==> config.mk <==
export PLATFORM = sky130hd
export DESIGN_NAME = ps2_command_tx_flat
export DESIGN_NICKNAME = d
export VERILOG_FILES = /design/src/rtl/ps2_pkg.sv /design/src/rtl/ps2_command_tx_if.sv /design/src/rtl/ps2_line_sync.sv /design/src/rtl/ps2_command_tx.sv /design/src/flat_wrapper.sv
export SDC_FILE = /design/constraint.sdc
export NUM_CORES = 1
export LEC_CHECK = 0
export BUFFER_PORTS_ARGS = -buffer_cell sky130_fd_sc_hd__buf_2
export CAP_MARGIN = 20
export CORE_UTILIZATION = 45
export CTS_BUF_LIST = sky130_fd_sc_hd__clkbuf_8 sky130_fd_sc_hd__clkbuf_16
export CTS_CLUSTER_DIAMETER = 100
export CTS_CLUSTER_SIZE = 8
export DETAILED_ROUTE_END_ITERATION = 16
export PLACE_DENSITY_LB_ADDON = 0.15
export SETUP_SLACK_MARGIN = 0.5
export SKIP_LAST_GASP = 1
export SLEW_MARGIN = 20
export SYNTH_ARGS = -nofsm -noshare
export SYNTH_HDL_FRONTEND = slang
export SYNTH_SLANG_ARGS = --single-unit
==> constraint.sdc <==
create_clock -name inclock -period 2.2 [get_ports inclock]
set_input_delay 0.22 -clock inclock [delete_from_list [all_inputs] [get_ports inclock]]
set_output_delay 0.22 -clock inclock [all_outputs]
set_load 0.005 [all_outputs]
==> src/rtl/ps2_pkg.sv <==
// Shared PS/2 definitions: transmitter state encoding, command constants and frame builder.
package ps2_pkg;

    typedef enum logic [2:0] {
        ST_IDLE,
        ST_INHIBIT,
        ST_RTS,
        ST_SHIFT,
        ST_ACK,
        ST_WAIT_IDLE
    } ps2_tx_state_t;

    localparam logic [7:0] PS2_CMD_SET_LED = 8'hED;
    localparam logic [7:0] PS2_CMD_RESET   = 8'hFF;
    localparam logic [7:0] PS2_CMD_ENABLE  = 8'hF4;
    localparam logic [7:0] PS2_RESP_ACK    = 8'hFA;

    localparam int CNT_W = 20;

    // Bits after the start bit, LSB first: data, odd parity, stop.
    function automatic logic [9:0] tx_frame(input logic [7:0] data);
        return {1'b1, ~^data, data};
    endfunction

endpackage

==> src/rtl/ps2_command_tx_if.sv <==
// Command-side interface of the PS/2 host transmitter, including the FSM state for observation.
interface ps2_command_tx_if;
    import ps2_pkg::*;

    // send_cmd is a one-cycle request, taken only while busy is low (busy acts as not-ready);
    // cmd_byte is sampled with it. Each accepted request ends with exactly one cmd_sent or
    // cmd_error pulse, in the same cycle busy drops.
    logic          send_cmd;
    logic [7:0]    cmd_byte;
    logic          busy;
    logic          cmd_sent;
    logic          cmd_error;
    ps2_tx_state_t state;

    modport master (output send_cmd, cmd_byte, input busy, cmd_sent, cmd_error, state);
    modport slave  (input send_cmd, cmd_byte, output busy, cmd_sent, cmd_error, state);

endinterface

==> src/rtl/ps2_line_sync.sv <==
// Two-flop synchronizers for the PS/2 clock and data pins plus a falling-edge strobe on clock.
module ps2_line_sync (
    input  logic inclock,
    input  logic resetn,
    input  logic clk_pin,
    input  logic dat_pin,
    output logic sync_clk,
    output logic sync_dat,
    output logic fall
);

    logic [1:0] clk_ff;
    logic [1:0] dat_ff;
    logic       clk_prev;

    // Reset to the idle-high bus level so leaving reset never fakes an edge.
    always_ff @(posedge inclock) begin
        if (!resetn) begin
            clk_ff   <= 2'b11;
            dat_ff   <= 2'b11;
            clk_prev <= 1'b1;
        end else begin
            clk_ff   <= {clk_ff[0], clk_pin};
            dat_ff   <= {dat_ff[0], dat_pin};
            clk_prev <= clk_ff[1];
        end
    end

    assign sync_clk = clk_ff[1];
    assign sync_dat = dat_ff[1];
    assign fall     = clk_prev & ~clk_ff[1];

endmodule

==> src/rtl/ps2_command_tx.sv <==
// PS/2 host-to-device command transmitter driving open-drain enables.
// Optional watchdog enabled by defining PS2_TX_TIMEOUT_EN.
module ps2_command_tx
    import ps2_pkg::*;
#(
    parameter int INHIBIT_CYCLES = 6000
`ifdef PS2_TX_TIMEOUT_EN
    ,
    parameter int TIMEOUT_CYCLES = 750000
`endif
) (
    input  logic             inclock,
    input  logic             resetn,
    ps2_command_tx_if.slave  cmd,
    input  logic             ps2_clk_in,
    input  logic             ps2_dat_in,
    output logic             ps2_clk_oe,
    output logic             ps2_dat_oe
);

    localparam logic [CNT_W-1:0] INH_LAST = CNT_W'(INHIBIT_CYCLES - 1);
`ifdef PS2_TX_TIMEOUT_EN
    localparam logic [CNT_W-1:0] WD_LAST  = CNT_W'(TIMEOUT_CYCLES - 1);
    logic [CNT_W-1:0] wd_cnt;
`endif

    ps2_tx_state_t    state;
    logic [9:0]       shreg;
    logic [3:0]       bitcnt;
    logic [CNT_W-1:0] inh_cnt;
    logic             busy;
    logic             sent;
    logic             err;
    logic             sync_clk;
    logic             sync_dat;
    logic             fall;

    ps2_line_sync u_sync (
        .inclock  (inclock),
        .resetn   (resetn),
        .clk_pin  (ps2_clk_in),
        .dat_pin  (ps2_dat_in),
        .sync_clk (sync_clk),
        .sync_dat (sync_dat),
        .fall     (fall)
    );

    always_ff @(posedge inclock) begin
        if (!resetn) begin
            state      <= ST_IDLE;
            shreg      <= '0;
            bitcnt     <= '0;
            inh_cnt    <= '0;
            busy       <= 1'b0;
            sent       <= 1'b0;
            err        <= 1'b0;
            ps2_clk_oe <= 1'b0;
            ps2_dat_oe <= 1'b0;
`ifdef PS2_TX_TIMEOUT_EN
            wd_cnt     <= '0;
`endif
        end else begin
            sent <= 1'b0;
            err  <= 1'b0;
            case (state)
                ST_IDLE: begin
                    if (cmd.send_cmd) begin
                        shreg      <= tx_frame(cmd.cmd_byte);
                        bitcnt     <= '0;
                        inh_cnt    <= '0;
                        busy       <= 1'b1;
                        ps2_clk_oe <= 1'b1;
                        ps2_dat_oe <= 1'b0;
                        state      <= ST_INHIBIT;
                    end
                end
                ST_INHIBIT: begin
                    if (inh_cnt == INH_LAST) begin
                        ps2_dat_oe <= 1'b1;
                        state      <= ST_RTS;
                    end
                    if (inh_cnt != '1) inh_cnt <= inh_cnt + 1'b1;
                end
                ST_RTS: begin
                    ps2_clk_oe <= 1'b0;
                    state      <= ST_SHIFT;
                end
                ST_SHIFT: begin
                    // Start bit is already on the line, so fall 1 carries data bit 0.
                    if (fall) begin
                        ps2_dat_oe <= ~shreg[0];
                        shreg      <= {1'b0, shreg[9:1]};
                        bitcnt     <= bitcnt + 1'b1;
                        if (bitcnt == 4'd9) state <= ST_ACK;
                    end
                end
                ST_ACK: begin
                    if (fall) begin
                        if (!sync_dat) begin
                            state <= ST_WAIT_IDLE;
                        end else begin
                            err   <= 1'b1;
                            busy  <= 1'b0;
                            state <= ST_IDLE;
                        end
                    end
                end
                ST_WAIT_IDLE: begin
                    if (sync_clk && sync_dat) begin
                        sent  <= 1'b1;
                        busy  <= 1'b0;
                        state <= ST_IDLE;
                    end
                end
                default: state <= ST_IDLE;
            endcase
`ifdef PS2_TX_TIMEOUT_EN
            // Watchdog wins over anything the FSM decided this cycle.
            if (state == ST_IDLE) begin
                wd_cnt <= '0;
            end else if (wd_cnt == WD_LAST) begin
                wd_cnt     <= '0;
                ps2_clk_oe <= 1'b0;
                ps2_dat_oe <= 1'b0;
                sent       <= 1'b0;
                err        <= 1'b1;
                busy       <= 1'b0;
                state      <= ST_IDLE;
            end else if (wd_cnt != '1) begin
                wd_cnt <= wd_cnt + 1'b1;
            end
`endif
        end
    end

    assign cmd.busy      = busy;
    assign cmd.cmd_sent  = sent;
    assign cmd.cmd_error = err;
    assign cmd.state     = state;

endmodule

==> src/flat_wrapper.sv <==
// flat-port wrapper written by rule: the top's interface ports become plain ports
module ps2_command_tx_flat import ps2_pkg::*;
#(
    parameter int INHIBIT_CYCLES = 6000

)
  (inclock, resetn, ps2_clk_in, ps2_dat_in, ps2_clk_oe, ps2_dat_oe, cmd_send_cmd, cmd_cmd_byte, cmd_busy, cmd_cmd_sent, cmd_cmd_error, cmd_state);
  ps2_command_tx_if cmd_i ();
  input  logic inclock;
  input  logic resetn;
  input  logic ps2_clk_in;
  input  logic ps2_dat_in;
  output logic ps2_clk_oe;
  output logic ps2_dat_oe;
  input wire logic [$bits(cmd_i.send_cmd)-1:0] cmd_send_cmd;
  input wire logic [$bits(cmd_i.cmd_byte)-1:0] cmd_cmd_byte;
  output wire logic [$bits(cmd_i.busy)-1:0] cmd_busy;
  output wire logic [$bits(cmd_i.cmd_sent)-1:0] cmd_cmd_sent;
  output wire logic [$bits(cmd_i.cmd_error)-1:0] cmd_cmd_error;
  output wire logic [$bits(cmd_i.state)-1:0] cmd_state;
  assign cmd_i.send_cmd = cmd_send_cmd;
  assign cmd_i.cmd_byte = cmd_cmd_byte;
  assign cmd_busy = cmd_i.busy;
  assign cmd_cmd_sent = cmd_i.cmd_sent;
  assign cmd_cmd_error = cmd_i.cmd_error;
  assign cmd_state = cmd_i.state;
  ps2_command_tx #(.INHIBIT_CYCLES(INHIBIT_CYCLES)) u_core (.inclock(inclock), .resetn(resetn), .cmd(cmd_i), .ps2_clk_in(ps2_clk_in), .ps2_dat_in(ps2_dat_in), .ps2_clk_oe(ps2_clk_oe), .ps2_dat_oe(ps2_dat_oe));
endmodule
==> results.cfg <==
[sta]
rsz0062_at_grt = true
maxSlewHeadroom_pct = 54.51
fin_skew_ps = 12.53
fmax_mhz = 517.9
setup_slack_ps = 269.2
tightest_slew_ps = 677.8
setup_viol = 0
fin_crit_sh_pct = 87.76
maxSlewViolCount = 0
min_period_ps = 1931
setup_tns_ps = 0
hold_viol_final = 0

[synthesis]
yosys-top-cells-count = dfxtp_1 (47), nor2_1 (29), a21oi_1 (22), nand2_1 (18), a31oi_1 (14)
seq_area_frac_synth_pct = 38.54
synth_cells = 289
ys_types = 49
synth.most_common_cell = dfxtp_1
post_synth.cell_area_avg_um2 = 8.447
syn_area_um2 = 2441
ys.flop_type = dfxtp_1
synth_area_leaders = dfxtp_1 (39%), mux2i_1 (4.9%), a21oi_1 (4.5%)
synth_edf_count = 0
ys_ff_latch = 47
synth_nets = 305
synth_top_area_share_pct = 38.54
synthArstFlopShare_pct = 0
yosys_warnings = 0
yosysTopAreaCell = dfxtp_1

[placement]
routabilityCongestion = 0.8282
place.detailed.hpwl_mm = 3.976
pre_cts_ws_ps = 214.9
portBuffers = 20

[detailed_routing]
firstDrtPassIters = 6
via_count = 2509
drc_errors = 0
routed.top_layer = met4
drt_wl_total_mm = 6.899
wl_met3_um = 353
detailedRoute.firstIterationViolations = 362
drtAntennaViolNets = 0
wl_met1_mm = 3.116
post_drt_wl_per_cell_um = 16.79
dr_wl_met2_mm = 3.230
avgViaCountPerCell = 6.105

[critical_path]
worstPathRequired_ps = 2380
cpPeakStageDelay_ps = 390
cp.arrival_ps = 2110
cp_slowest_cell = dfxtp_4
cp_common_cell = buf_4
worst-setup-path-type = flip-flop to flip-flop
cp_cell_sequence = buf_4, and3_1, and2_2, a31oi_4, buf_6, buf_4, a41oi_2, a211oi_2
cp_num_buf_inv = 3
start_kind = flip-flop
cp-end-kind = flip-flop
path_max_fanout = 10
critical_path.top_delay_family = simple AND/OR/NAND/NOR gates

[floorplan]
core_um2 = 5172
start_util_pct = 47.19
num_rows = 26
die_h_um = 75.65
die_w_um = 75.65
boundaryPins = 21
die_area_um2 = 5723

[clocking]
htree_levels = 2
clk_pin_slew_ps = 90
cts.sinks = 47
clockBufferDepth = 2
clkLatencyLatePin_ps = 300
cts_tree = done
hold_buffers = 0
numCtsBuffers = 5
root_buffer = clkbuf_8

[power]
power_density_nw_per_um2 = 983.7
leakage_nw = 1.347
vdd_drop_max_v = 0.0005577

[grt]
grt_max_degree = 18
track_usage_pct = 24.16
antenna_found_initial = 0
grt_pass1_wl_mm = 10.39
grt_overflow_total = 0
grt_pass1_vias = 2201

[layout]
n_antenna_cell = 0
final_nets = 356
drive_gt1_share_pct = 36.95
area.growth.synth_to_final_pct = 36.44
fillers = 393

[run_status]
status = finished, final reports clean

[min_path]
hold_path.class = input port to flip-flop

[run]
max-cap-violations = 0
[flip-flops by register name, summed over array words and instances (netlist names)]
register,flops
u_core.cmd.cmd_sent,1
u_core.u_sync.clk_prev,1
u_core.u_sync.dat_ff,2
u_core.cmd.busy,1
u_core.inh_cnt,20
u_core.u_sync.clk_ff,2
u_core.bitcnt,4
u_core.shreg,10
u_core.cmd.state,3
u_core.ps2_clk_oe,1
u_core.cmd.cmd_error,1
u_core.ps2_dat_oe,1
[metal layers]
metal	vias up	GRT usage, %
li1	1186	-
met1	1170	32.66
met2	123	38.29
met3	30	5.159
met4	0	8.230
met5	-	0
[cells by family (layout without fill, tap and decap cells)]
family                     after synthesis  in the layout  synth area share [%]
AOI/OAI and AO/OA                       81             83                 21.99
DFF                                     47             47                 38.54
muxes                                   13             13                 5.382
xor gates and xnor gates                 9              9                 3.229
adders and majority gates                3              3                 1.538
and+or+nand+nor                        115            115                 25.83
buffers and inverters                   21             71                 3.485
[report_power, final]
part	internal, mW	switching [mW]
Combinational	0.652	0.860
Clock	0.368	0.293
Sequential	1.00	0.101
Total	2.02	1.25
[path summary, 6_finish.rpt]
kind	from	end	slack [ps]	cells after the start
worst max register to register	u_core.inh_cnt[11]	u_core.inh_cnt[10]	270	8
worst min-delay path	ps2_clk_in	u_core.u_sync.clk_ff[0]	90	2
worst max-delay path	u_core.inh_cnt[11]	u_core.inh_cnt[10]	270	8
worst min register to register	u_core.u_sync.clk_ff[0]	u_core.u_sync.clk_ff[1]	420	1
[cell type report]
type | count | area [um2] | area share, %
Clock buffer | 6 | 82.58 | 2.479
Clock inverter | 2 | 35.03 | 1.052
Inverter | 4 | 15.01 | 0.4508
Multi-Input combinational cell | 223 | 1702 | 51.09
Sequential cell | 47 | 969.7 | 29.11
Tap cell | 70 | 87.58 | 2.630
Timing Repair Buffer | 59 | 439.2 | 13.19
[placed cells by master (no fill, tap or decap), types with 6 or more instances in the layout]
cell	n
a211oi_1	7
a21oi_1	17
a31oi_1	10
buf_2	20
buf_4	27
buf_6	11
clkbuf_8	6
dfxtp_1	34
dfxtp_2	8
mux2i_1	12
nand2_1	16
nand2b_1	9
nand3_1	11
nor2_1	25
nor3_1	6
o21ai_0	7
xnor2_1	7
[through the flow]
| step | power (mW) | cells | utilization, % | area [um2] | hold WS [ps] |
|---|---|---|---|---|---|
| CTS | 2.999 | 399 | 58.51 | 3027 | 84.21 |
| finish | 3.276 | 411 | 64.39 | 3331 | 87.89 |
| floorplan | 1.879 | 289 | - | 2485 | 293.0 |
| global placement | 2.151 | 378 | 52.37 | 2709 | 386.9 |
| detailed placement | 2.160 | 378 | 52.37 | 2709 | 394.0 |
| global route | 3.486 | 411 | 64.39 | 3331 | 87.66 |
[what timing repair did]
item	4_1_cts	5_1_grt
buffers inserted	10	11
pin swaps	11	36
setup endpoints to repair	36	38
cloned	3	1
resized for setup	27	53
Note: power is estimated with default switching activity, not from simulation.
